File: src/rtl/ysyx_23060203_wbu.sv
// ----------------------------------------------------------------------------
// ysyx_23060203_wbu : write-back / commit stage.
//
// Takes one completed instruction per cycle from execute and:
//   - drives the GPR file write port (combinational pass-through),
//   - owns the machine-mode CSR file (mstatus, mtvec, mepc, mcause, mcycle,
//     mvendorid, marchid),
//   - handles ecall / mret / fence.i / CSR-write side effects. Any of these
//     causes a registered one-cycle flush with a redirect PC. fence.i first
//     runs an I-cache invalidate handshake.
//
// Ports:
//   clock, reset          clock; asynchronous active-low reset
//   in_valid / in_ready   commit handshake (ready only in RUN)
//   in_pc, in_gpr_*       committing instruction PC and GPR result
//   in_csr_*              CSR write request
//   in_exc/in_ret/in_fencei  ecall / mret / fence.i markers
//   gpr_wen/waddr/wdata   register-file write port
//   csr_raddr/csr_rdata   decode-stage CSR read port (combinational)
//   flush, flush_pc       registered redirect pulse and target
//   ic_flush_req/ack      I-cache invalidate handshake
// ----------------------------------------------------------------------------
module ysyx_23060203_wbu (
  input  logic        clock,
  input  logic        reset,
  output logic        in_ready,
  input  logic        in_valid,
  input  logic [31:0] in_pc,
  input  logic [4:0]  in_gpr_waddr,
  input  logic [31:0] in_gpr_wdata,
  input  logic        in_csr_wen,
  input  logic [11:0] in_csr_waddr,
  input  logic [31:0] in_csr_wdata,
  input  logic        in_exc,
  input  logic        in_ret,
  input  logic        in_fencei,
  output logic        gpr_wen,
  output logic [4:0]  gpr_waddr,
  output logic [31:0] gpr_wdata,
  input  logic [11:0] csr_raddr,
  output logic [31:0] csr_rdata,
  output logic        flush,
  output logic [31:0] flush_pc,
  output logic        ic_flush_req,
  input  logic        ic_flush_ack
);

  localparam logic [11:0] CSR_MSTATUS   = 12'h300;
  localparam logic [11:0] CSR_MTVEC     = 12'h305;
  localparam logic [11:0] CSR_MEPC      = 12'h341;
  localparam logic [11:0] CSR_MCAUSE    = 12'h342;
  localparam logic [11:0] CSR_MCYCLE    = 12'hB00;
  localparam logic [11:0] CSR_MCYCLEH   = 12'hB80;
  localparam logic [11:0] CSR_MVENDORID = 12'hF11;
  localparam logic [11:0] CSR_MARCHID   = 12'hF12;

  localparam logic [31:0] MSTATUS_RST   = 32'h0000_1800;
  localparam logic [31:0] MVENDORID_VAL = 32'h7973_7978;
  localparam logic [31:0] MARCHID_VAL   = 32'h015F_DEEB;
  localparam logic [31:0] CAUSE_ECALL_M = 32'd11;

  typedef enum logic [1:0] {
    ST_RUN   = 2'd0,
    ST_FENCE = 2'd1,
    ST_FLUSH = 2'd2
  } state_e;

  state_e      state_q, state_d;
  logic [31:0] target_q, target_d;
  logic [31:0] mstatus_q, mstatus_d;
  logic [31:0] mtvec_q, mtvec_d;
  logic [31:0] mepc_q, mepc_d;
  logic [31:0] mcause_q, mcause_d;
  logic [63:0] mcycle_q;

  logic fire_s;
  logic exc_s;
  logic csr_we_s;
  logic [31:0] pc_next_s;

  assign fire_s    = in_valid & in_ready;
  assign exc_s     = fire_s & in_exc;
  // A CSR write only takes effect when no higher-priority commit effect is present.
  assign csr_we_s  = fire_s & in_csr_wen & ~in_exc & ~in_ret & ~in_fencei;
  assign pc_next_s = in_pc + 32'd4;

  // Control outputs decode straight from registered state, so flush has no path from in_*.
  assign in_ready     = (state_q == ST_RUN);
  assign ic_flush_req = (state_q == ST_FENCE);
  assign flush        = (state_q == ST_FLUSH);
  assign flush_pc     = target_q;

  // GPR write port: ecall never retires a register result.
  assign gpr_wen   = fire_s & (|in_gpr_waddr) & ~in_exc;
  assign gpr_waddr = in_gpr_waddr;
  assign gpr_wdata = in_gpr_wdata;

  // Next-state and redirect target selection, priority exc > ret > fencei > csr_wen.
  always_comb begin
    state_d  = state_q;
    target_d = target_q;
    case (state_q)
      ST_RUN: begin
        if (fire_s) begin
          if (in_exc) begin
            target_d = mtvec_q;
            state_d  = ST_FLUSH;
          end else if (in_ret) begin
            target_d = mepc_q;  // pre-update mepc
            state_d  = ST_FLUSH;
          end else if (in_fencei) begin
            target_d = pc_next_s;
            state_d  = ST_FENCE;
          end else if (in_csr_wen) begin
            target_d = pc_next_s;
            state_d  = ST_FLUSH;
          end else begin
            state_d = ST_RUN;
          end
        end else begin
          state_d = ST_RUN;
        end
      end
      ST_FENCE: begin
        if (ic_flush_ack) begin
          state_d = ST_FLUSH;
        end else begin
          state_d = ST_FENCE;
        end
      end
      ST_FLUSH: begin
        state_d = ST_RUN;
      end
      default: begin
        state_d = ST_RUN;
      end
    endcase
  end

  // FSM state and latched redirect target.
  always_ff @(posedge clock or negedge reset) begin
    if (!reset) begin
      state_q  <= ST_RUN;
      target_q <= 32'd0;
    end else begin
      state_q  <= state_d;
      target_q <= target_d;
    end
  end

  // Next values of the writable CSRs: ecall trap update or explicit CSR write.
  always_comb begin
    mstatus_d = mstatus_q;
    mtvec_d   = mtvec_q;
    mepc_d    = mepc_q;
    mcause_d  = mcause_q;
    if (exc_s) begin
      mepc_d   = in_pc;
      mcause_d = CAUSE_ECALL_M;
    end else if (csr_we_s) begin
      case (in_csr_waddr)
        CSR_MSTATUS: mstatus_d = in_csr_wdata;
        CSR_MTVEC:   mtvec_d   = in_csr_wdata;
        CSR_MEPC:    mepc_d    = in_csr_wdata;
        CSR_MCAUSE:  mcause_d  = in_csr_wdata;
        default:     mstatus_d = mstatus_q;  // read-only or unknown: ignored
      endcase
    end else begin
      mstatus_d = mstatus_q;
    end
  end

  // Writable CSR registers.
  always_ff @(posedge clock or negedge reset) begin
    if (!reset) begin
      mstatus_q <= MSTATUS_RST;
      mtvec_q   <= 32'd0;
      mepc_q    <= 32'd0;
      mcause_q  <= 32'd0;
    end else begin
      mstatus_q <= mstatus_d;
      mtvec_q   <= mtvec_d;
      mepc_q    <= mepc_d;
      mcause_q  <= mcause_d;
    end
  end

  // Free-running 64-bit cycle counter, wraps naturally.
  always_ff @(posedge clock or negedge reset) begin
    if (!reset) begin
      mcycle_q <= 64'd0;
    end else begin
      mcycle_q <= mcycle_q + 64'd1;
    end
  end

  // CSR read mux; no bypass because every CSR write flushes younger instructions.
  always_comb begin
    csr_rdata = 32'd0;
    case (csr_raddr)
      CSR_MSTATUS:   csr_rdata = mstatus_q;
      CSR_MTVEC:     csr_rdata = mtvec_q;
      CSR_MEPC:      csr_rdata = mepc_q;
      CSR_MCAUSE:    csr_rdata = mcause_q;
      CSR_MCYCLE:    csr_rdata = mcycle_q[31:0];
      CSR_MCYCLEH:   csr_rdata = mcycle_q[63:32];
      CSR_MVENDORID: csr_rdata = MVENDORID_VAL;
      CSR_MARCHID:   csr_rdata = MARCHID_VAL;
      default:       csr_rdata = 32'd0;
    endcase
  end

endmodule

File: config.mk
export PLATFORM = sky130hd
export DESIGN_NAME = ysyx_23060203_wbu
export DESIGN_NICKNAME = d
export VERILOG_FILES = /design/src/rtl/ysyx_23060203_wbu.sv
export SDC_FILE = /design/constraint.sdc
export NUM_CORES = 1
export LEC_CHECK = 0
export CAP_MARGIN = 5
export CORE_MARGIN = 10
export CORE_UTILIZATION = 50
export CTS_CLUSTER_DIAMETER = 30
export DETAILED_ROUTE_END_ITERATION = 7
export DONT_BUFFER_PORTS = 1
export PLACE_DENSITY = 0.64
export SYNTH_ARGS = -nofsm -noshare
export SYNTH_HDL_FRONTEND = slang
export SYNTH_SLANG_ARGS = --single-unit
File: constraint.sdc
create_clock -name clock -period 2.6 [get_ports clock]
set_input_delay 0.52 -clock clock [delete_from_list [all_inputs] [get_ports clock]]
set_output_delay 0.52 -clock clock [all_outputs]
set_load 0.05 [all_outputs]
# == Word-level counts from Yosys, hierarchy flattened ==
# Index checks and enable logic that the tools add are counted.
# op_classes
muxes,18
n_reduce_logical,11
n_addsub,2
n_eq_ne,14
n_bitwise,12
# op_table
op,count
2-to-1 mux 32 bit,10
case mux 32 bit (8 select lines),1
"equality test 12 x 10 -> 1 bit, second input constant",8
"adder 64 x 1 -> 64 bit, second input constant",1
"equality test 12 bit, second input constant",4
"adder 32 x 3 -> 32 bit, second input constant",1
2-to-1 mux 2 bit,6
AND reduction 3 bit,3
bitwise AND 1 bit,8
nonzero test 2 bit,3
OR reduction 5 bit,1
NOT 1 bit,4
case mux 2 bit (2 select lines),1
AND reduction 2 bit,2
nonzero test 4 bit,1
"equality test 2 x 1 -> 1 bit, second input constant",1
"equality test 2 bit, second input constant",1
logical NOT 2 bit,1
# totals
reg_bits,226
word_cells,64
inputBits,133
out_inout_bits,105

# == Logic depth before layout (Yosys ltp) ==
# Gate-level depths: netlist of run 1.
# depth
ltp_word,8
depth_mapped,8
mapped_depth_nobuf,6

# == Worst setup path after synthesis of run 1 ==
# OpenSTA, ideal clock, no wires.
# synth_path
path_type,input to output
start,in csr_raddr[4]
end,out csr_rdata[12]
arrival_time_ns,2.588
path_buffers,1
setup_slack_ns,-0.508
required_time_ns,2.080
cell_stages,6
path_cell_list,or2_2 > nor4_1 > nand2_1 > clkbuf_1 > o221ai_1 > a221o_1
# synth_via
elab_chain_cells,2
word_cells_on_any_way,9
cone_classes,eq/ne: 8; mux: 1
# synth_rtl
item,line_no,rtl
start: declaration,40,"input logic [11:0] csr_raddr,"
equality test 12 bit / equality test 12 x 10 -> 1 bit (equally long branches),200,case (csr_raddr)
case mux 32 bit (8 select lines) (*),200,
end: declaration,41,"output logic [31:0] csr_rdata,"
# Mark *: on every way between the ends. The rest lies on a longest branch, timed or not.

# == Worst setup path after layout of run 1 ==
# layout_path
start,in csr_raddr[5]
end,out csr_rdata[19]
# The elaborated chain is that of the path after synthesis.

==> impl_metrics.env, run 1 <==
export IMPL_status="finished with violations"
export IMPL_violations="design-rule violations, negative hold slack"
export IMPL_htreeDepth=2
export IMPL_layout_nets=1408
export IMPL_drtIter0Drc=1025
export IMPL_yosysTopAreaCell="dfrtp_1"
export IMPL_dieArea_sq_mm=0.03091
export IMPL_drt_wl_total_um=41520
export IMPL_die_h_um=175.8
export IMPL_synth_distinct_cells=58
export IMPL_routedWlPerCell_um=25.44
export IMPL_clock_skew_ps=24.74
export IMPL_synth_main_ff_cell="dfrtp_1"
export IMPL_grt_util_all_layers=0.2611
export IMPL_yosys_top_cells_count="224 x dfrtp_1, 116 x nand2_1, 114 x nor2_1, 67 x clkbuf_1, 64 x mux2_2"
export IMPL_criticalPathCategory="primary input to output pin"
export IMPL_hold_worst_slack_ps=-326.5
export IMPL_placed_area_sq_mm=0.01343
export IMPL_relSlewSlack=0.5140
export IMPL_drv_slew=0
export IMPL_synth_edf_count=0
export IMPL_cap_violations=0
export IMPL_drt_pass1_iter_count=8
export IMPL_grt_max_degree=227
export IMPL_netlist_instances=1230
export IMPL_synth_seq_area_share=0.4661
export IMPL_ys_warnings_count=0
export IMPL_synth_seq_cells=226
export IMPL_cts_sinks=226
export IMPL_dp_hpwl_um=29270
export IMPL_vias=10298
export IMPL_cts_tree="yes"
export IMPL_synthTopCellsByArea="dfrtp_1 46%, mux2_2 5.9%, mux2i_1 3.9%"
export IMPL_start_util=0.5125
export IMPL_syn2layout_area_growth_pct=26.56
export IMPL_worstMarginPinSlew_ps=723.5
export IMPL_cts_root_buffer="clkbuf_16"
export IMPL_worstHoldPathType="primary input to async pin"
export IMPL_layout_worst_path_cycle_share=0.9862
export IMPL_crit_path_end_kind="output pin"
export IMPL_drive_gt1_frac=0.2490
export IMPL_cp_max_fo=7
export IMPL_avgSynthCellArea_sq_um=9.868
export IMPL_synth_nets=1365
export IMPL_setup_violations=0
export IMPL_synth_async_reset_ratio=1.000
export IMPL_p_leak_uw=0.006687
export IMPL_worstPathArrival_ps=2040
export IMPL_pin_count=238
export IMPL_grt_pass1_wl_um=62510
export IMPL_power_density_mw_per_mm2=763.2
export IMPL_avgViaCountPerCell=6.310
export IMPL_stdcell_area_sq_mm=0.01536
export IMPL_min_period_ps=2564
export IMPL_synth_top_cell_area_share=0.4618
export IMPL_route_detailed_drc=3
export IMPL_n_antenna_cell=0
export IMPL_yosysMostFrequentCell="dfrtp_1"
export IMPL_port_buffers=0
export IMPL_required_ps=2080
export IMPL_antenna_left=0
export IMPL_gr_total_overflow=0
export IMPL_numCtsBuffers=50
export IMPL_die_x_um=175.8
export IMPL_clock_latency_ps=540
export IMPL_gp_congestion=0.9551
export IMPL_rsz0062_at_grt="true"
export IMPL_syn_area_sq_mm=0.01214
export IMPL_crit_path_start_kind="primary input"
export IMPL_fmax_mhz=390.0
export IMPL_antenna_found_initial=1
export IMPL_std_cell_rows=56
export IMPL_hold_viol=224
export IMPL_grt_pass1_vias=10290
export IMPL_clockBufferDepth=3
export IMPL_worst_ir_drop_vdd_v=0.0006074
export IMPL_path_clk_slew_ps=50
export IMPL_finalPower_uw=11720
export IMPL_core_sq_mm=0.02368
## layer usage
metal / GRT usage / routed length (um)
met1: 0.3155 / 15730
met2: 0.4208 / 19670
met3: 0.07892 / 4395
met4: 0.1183 / 1718
met5: 0 / 0
## cells in the final DEF, fill, tap and decap left out, types with 10 or more instances in the layout
cell type    n
nor3_1      32
dfrtp_1    224
o221ai_1    12
nor2_1     112
xor2_1      37
a221o_2     19
nor2b_1     10
inv_1       28
buf_12      45
nand4_1     20
o21ai_0     38
and3_1      19
nand2_1    114
a21oi_1     23
mux2i_1     47
a22oi_1     56
xnor2_1     52
mux2_2      64
buf_4       59
clkbuf_16   52
a31oi_1     33
o211ai_1    14
nor4_1      16
nand3_1     32
## sequential cells by signal, summed over array words and instances (netlist names)
name	count
mcycle_q	64
flush_pc	32
mcause_q	32
mepc_q	32
mstatus_q	32
mtvec_q	32
state_q	2
## power by group
group | switching, uW | internal (uW)
clock | 2040 | 4720
combinational | 359 | 279
sequential | 591 | 3740
total | 2990 | 8730
## layout make-up
type	instances	area (sq um)
clock buffer	65	1419
timing repair buffer	109	1414
inverter	28	105.1
fill	1882	8320
clock inverter	27	402.9
tap	319	399.1
sequential	226	5658
multi-input combinational	858	5964
## through the flow
| step | hold slack, ps | TNS [ps] | std cells | worst slack [ps] | utilization |
|---|---|---|---|---|---|
| 5_1_grt | -329.5 | -507.8 | 1632 | -53.17 | 0.6487 |
| 3_3_place_gp | 238.0 | -1759 | 1539 | -95.21 | 0.5673 |
| 2_1_floorplan | 224.4 | -2491 | 1230 | -174.7 | - |
| 4_1_cts | -323.7 | 0 | 1631 | 4.027 | 0.6465 |
| 6_report | -326.5 | 0 | 1632 | 35.91 | 0.6487 |
| 3_5_place_dp | 235.9 | -1201 | 1539 | -69.50 | 0.5673 |
## worst max-delay path, cell delays in order
cell,delay (ps)
nand3b_1,160
buf_4,170
nor4_4,340
nand2_2,130
buf_4,190
o221ai_2,190
a221o_2,190
buf_12,140
## cells by family after synthesis
family | share of synthesized area
fa+ha+maj | 0.002061
mux | 0.09813
simple gates | 0.1679
flops | 0.4661
compound gates | 0.1433
xor+xnor | 0.06422
buf+inv | 0.05824
## path summary, 6_finish.rpt
kind,startpoint,end,slack (ps),cells after the start
min reg2reg,mcycle_q[59],mcycle_q[59],490,1
max reg2reg,mcycle_q[12],mcycle_q[59],210,5
max in group asynchronous,reset,mstatus_q[11],2530,0
min in group clock,in_csr_wdata[20],mepc_q[20],120,2
max,csr_raddr[5],csr_rdata[19],40,8
min,reset,mcycle_q[34],-330,0
## what timing repair did
action,4_1_cts,5_1_grt
pin swaps,2,2
endpoints found under the setup margin,32,32
setup buffers,0,1
endpoints found under the hold margin,226,226
gates resized for setup,10,11
No activity file was read; power rests on OpenSTA's default activity.
==> run 2, diff against run 1 <==
CORE_UTILIZATION = 45   (was 50)
PLACE_DENSITY = 0.58   (was 0.64)
==> run 2 against run 1 <==
The flow finishes with violations (negative hold slack). Largest cell class unchanged. Highest routed layer unchanged. Clock skew increased by 3.1 ps. Largest power group unchanged. Critical path type unchanged. Combinational power increased by 2%. First-iteration DRC count decreased by 5.5%. Routed wire length increased by 1.9%.
==> impl_metrics.env, run 2 (synthesis results as in run 1) <==
export IMPL_setup_violations=0
export IMPL_crit_path_max_incr_delay_ps=320
export IMPL_fmax_mhz=388.8
export IMPL_drt_pass1_iter_count=6
export IMPL_die_h_um=184.2
export IMPL_core_sq_mm=0.02673
export IMPL_p_leak_uw=0.006722
export IMPL_dp_hpwl_um=29860
export IMPL_status="finished with violations"
export IMPL_rsz0062_at_grt="true"
export IMPL_cpMaxStageDelayCell="nor4_4"
export IMPL_grt_pass1_wl_um=64520
export IMPL_power_switching_uw=3078
export IMPL_wl_met2_um=20220
export IMPL_grt_util_all_layers=0.2472
export IMPL_clock_latency_ps=560
export IMPL_fin_cells=1664
export IMPL_syn2layout_area_growth_pct=27.26
export IMPL_start_util=0.4542
export IMPL_avgViaCountPerCell=6.105
export IMPL_drtIter0Drc=969
export IMPL_drv_slew=0
export IMPL_crit_chain="nand3b_1, buf_4, nor4_4, nand2_2, buf_12, a2bb2oi_1, o211ai_1, clkbuf_16"
export IMPL_worstHoldPathType="primary input to async pin"
export IMPL_gr_total_overflow=0
export IMPL_routedWlPerCell_um=25.42
export IMPL_pwr_share_clk=0.574
export IMPL_largest_register_ffs=64
export IMPL_cts_sinks=226
export IMPL_place_inst=1564
export IMPL_power_density_mw_per_mm2=756.3
export IMPL_clock_skew_ps=27.83
export IMPL_reg2reg_depth=6
export IMPL_worstMarginPinSlew_ps=752.3
export IMPL_crit_path_end_kind="output pin"
export IMPL_numCtsBuffers=52
export IMPL_cap_violations=0
export IMPL_htreeDepth=2
export IMPL_cts_tree="yes"
export IMPL_criticalPathCategory="primary input to output pin"
export IMPL_antenna_found_initial=0
export IMPL_route_detailed_drc=0
export IMPL_gp_congestion=0.9099
export IMPL_wl_met3_um=4059
export IMPL_cts_root_buffer="clkbuf_16"
export IMPL_pwr_share_comb=0.055
export IMPL_min_period_ps=2572
export IMPL_required_ps=2080
export IMPL_port_buffers=0
export IMPL_hold_viol=224
export IMPL_cp_max_fo=16
export IMPL_largest_register="mcycle_q"
export IMPL_final_cell_mix="224 x dfrtp_1, 114 x nand2_1, 112 x nor2_1"
export IMPL_pin_count=238
export IMPL_layout_commonest_cell="dfrtp_1"
export IMPL_violations="negative hold slack"
export IMPL_vias=10159
export IMPL_path_clk_slew_ps=40
export IMPL_seqPwrFrac=0.370
export IMPL_clockBufferDepth=3
export IMPL_std_cell_rows=60
export IMPL_layout_nets=1415
export IMPL_routed_top_layer="met4"
export IMPL_relSlewSlack=0.4946
export IMPL_grt_max_degree=227
export IMPL_drive_gt1_frac=0.2519
export IMPL_antenna_left=0
export IMPL_dieArea_sq_mm=0.03394
export IMPL_grt_pass1_vias=10372
export IMPL_die_x_um=184.2
export IMPL_power_switching_share=0.2635
export IMPL_drt_met1_wl_um=16450
export IMPL_layout_worst_path_cycle_share=0.9893
export IMPL_p_int_uw=8604
export IMPL_dp_slack_ps=-88.62
export IMPL_worstPathArrival_ps=2050
export IMPL_crit_path_start_kind="primary input"
export IMPL_setup_slack_ps=27.76
export IMPL_drt_wl_total_um=42310
export IMPL_worst_ir_drop_vdd_v=0.0005222
export IMPL_hold_worst_slack_ps=-318.8
[run 2: cell types whose count changed in the layout (fill, tap and decap cells not counted), sizes merged]
cell      delta
clkinv       +7
diode        +1
bufinv       -1
buf          +4
clkinvlp     -3
inv          +2
[run 2: worst paths after layout]
path	startpoint	endpoint	slack [ps]
max	csr_raddr[5]	csr_rdata[30]	30
min	reset	mcycle_q[42]	-320
max reg2reg	state_q[1]	mtvec_q[7]	240
min reg2reg	mcycle_q[0]	mcycle_q[0]	480
max in group asynchronous	reset	mcycle_q[12]	2420
min in group clock	ic_flush_ack	state_q[1]	80
[run 2: routing by layer]
layer  vias up  GRT usage
li1       4560          -
met1      5066     0.3059
met2       452     0.3955
met3        81    0.07364
met4         0     0.1003
met5         -          0
[run 2: layout make-up]
type,instances,area [sq um]
diodes,1,2.502
clock inverters,32,436.7
multi-input cells,858,5962
inverters,28,105.1
repair buffers,114,1469
well taps,341,426.7
fillers,2302,11280
clock buffers,64,1386
flip-flops and latches,226,5658
[run 2: timing repair]
action | 4_1_cts | 5_1_grt
gates resized for setup | 8 | 15
endpoints found under the setup margin | 32 | 23
pin swaps | 2 | 2
hold endpoints to repair | 226 | 226
buffers inserted | 4 | 0
[run 2: critical path, delay by kind of cell]
family | cells | cell delay, ps
compound gates | 2 | 310
buf+inv | 3 | 590
simple gates | 3 | 620
[run 2: power by group through the flow]
| stage | Combinational (uW) | Sequential (uW) | Clock, uW |
|---|---|---|---|
| after detailed placement | 638 | 4380 | 0 |
| after global placement | 625 | 4380 | 0 |
| final | 648 | 4330 | 6710 |
| after global routing | 717 | 4360 | 6980 |
| after floorplan | 608 | 4280 | 0 |
| after CTS | 649 | 4330 | 6770 |
[run 2: stage by stage]
stage          setup TNS, ps    util  instance area [sq um]  total power (uW)  hold WS, ps
2_1_floorplan          -2491       -                  12260              4886        224.4
3_3_place_gp          -987.8  0.5042                  13470              5004        237.4
3_5_place_dp           -1532  0.5042                  13470              5023        235.9
4_1_cts                    0  0.5761                  15400             11750       -334.1
5_1_grt               -110.0  0.5779                  15440             12050       -342.5
6_report                   0  0.5779                  15450             11680       -318.8
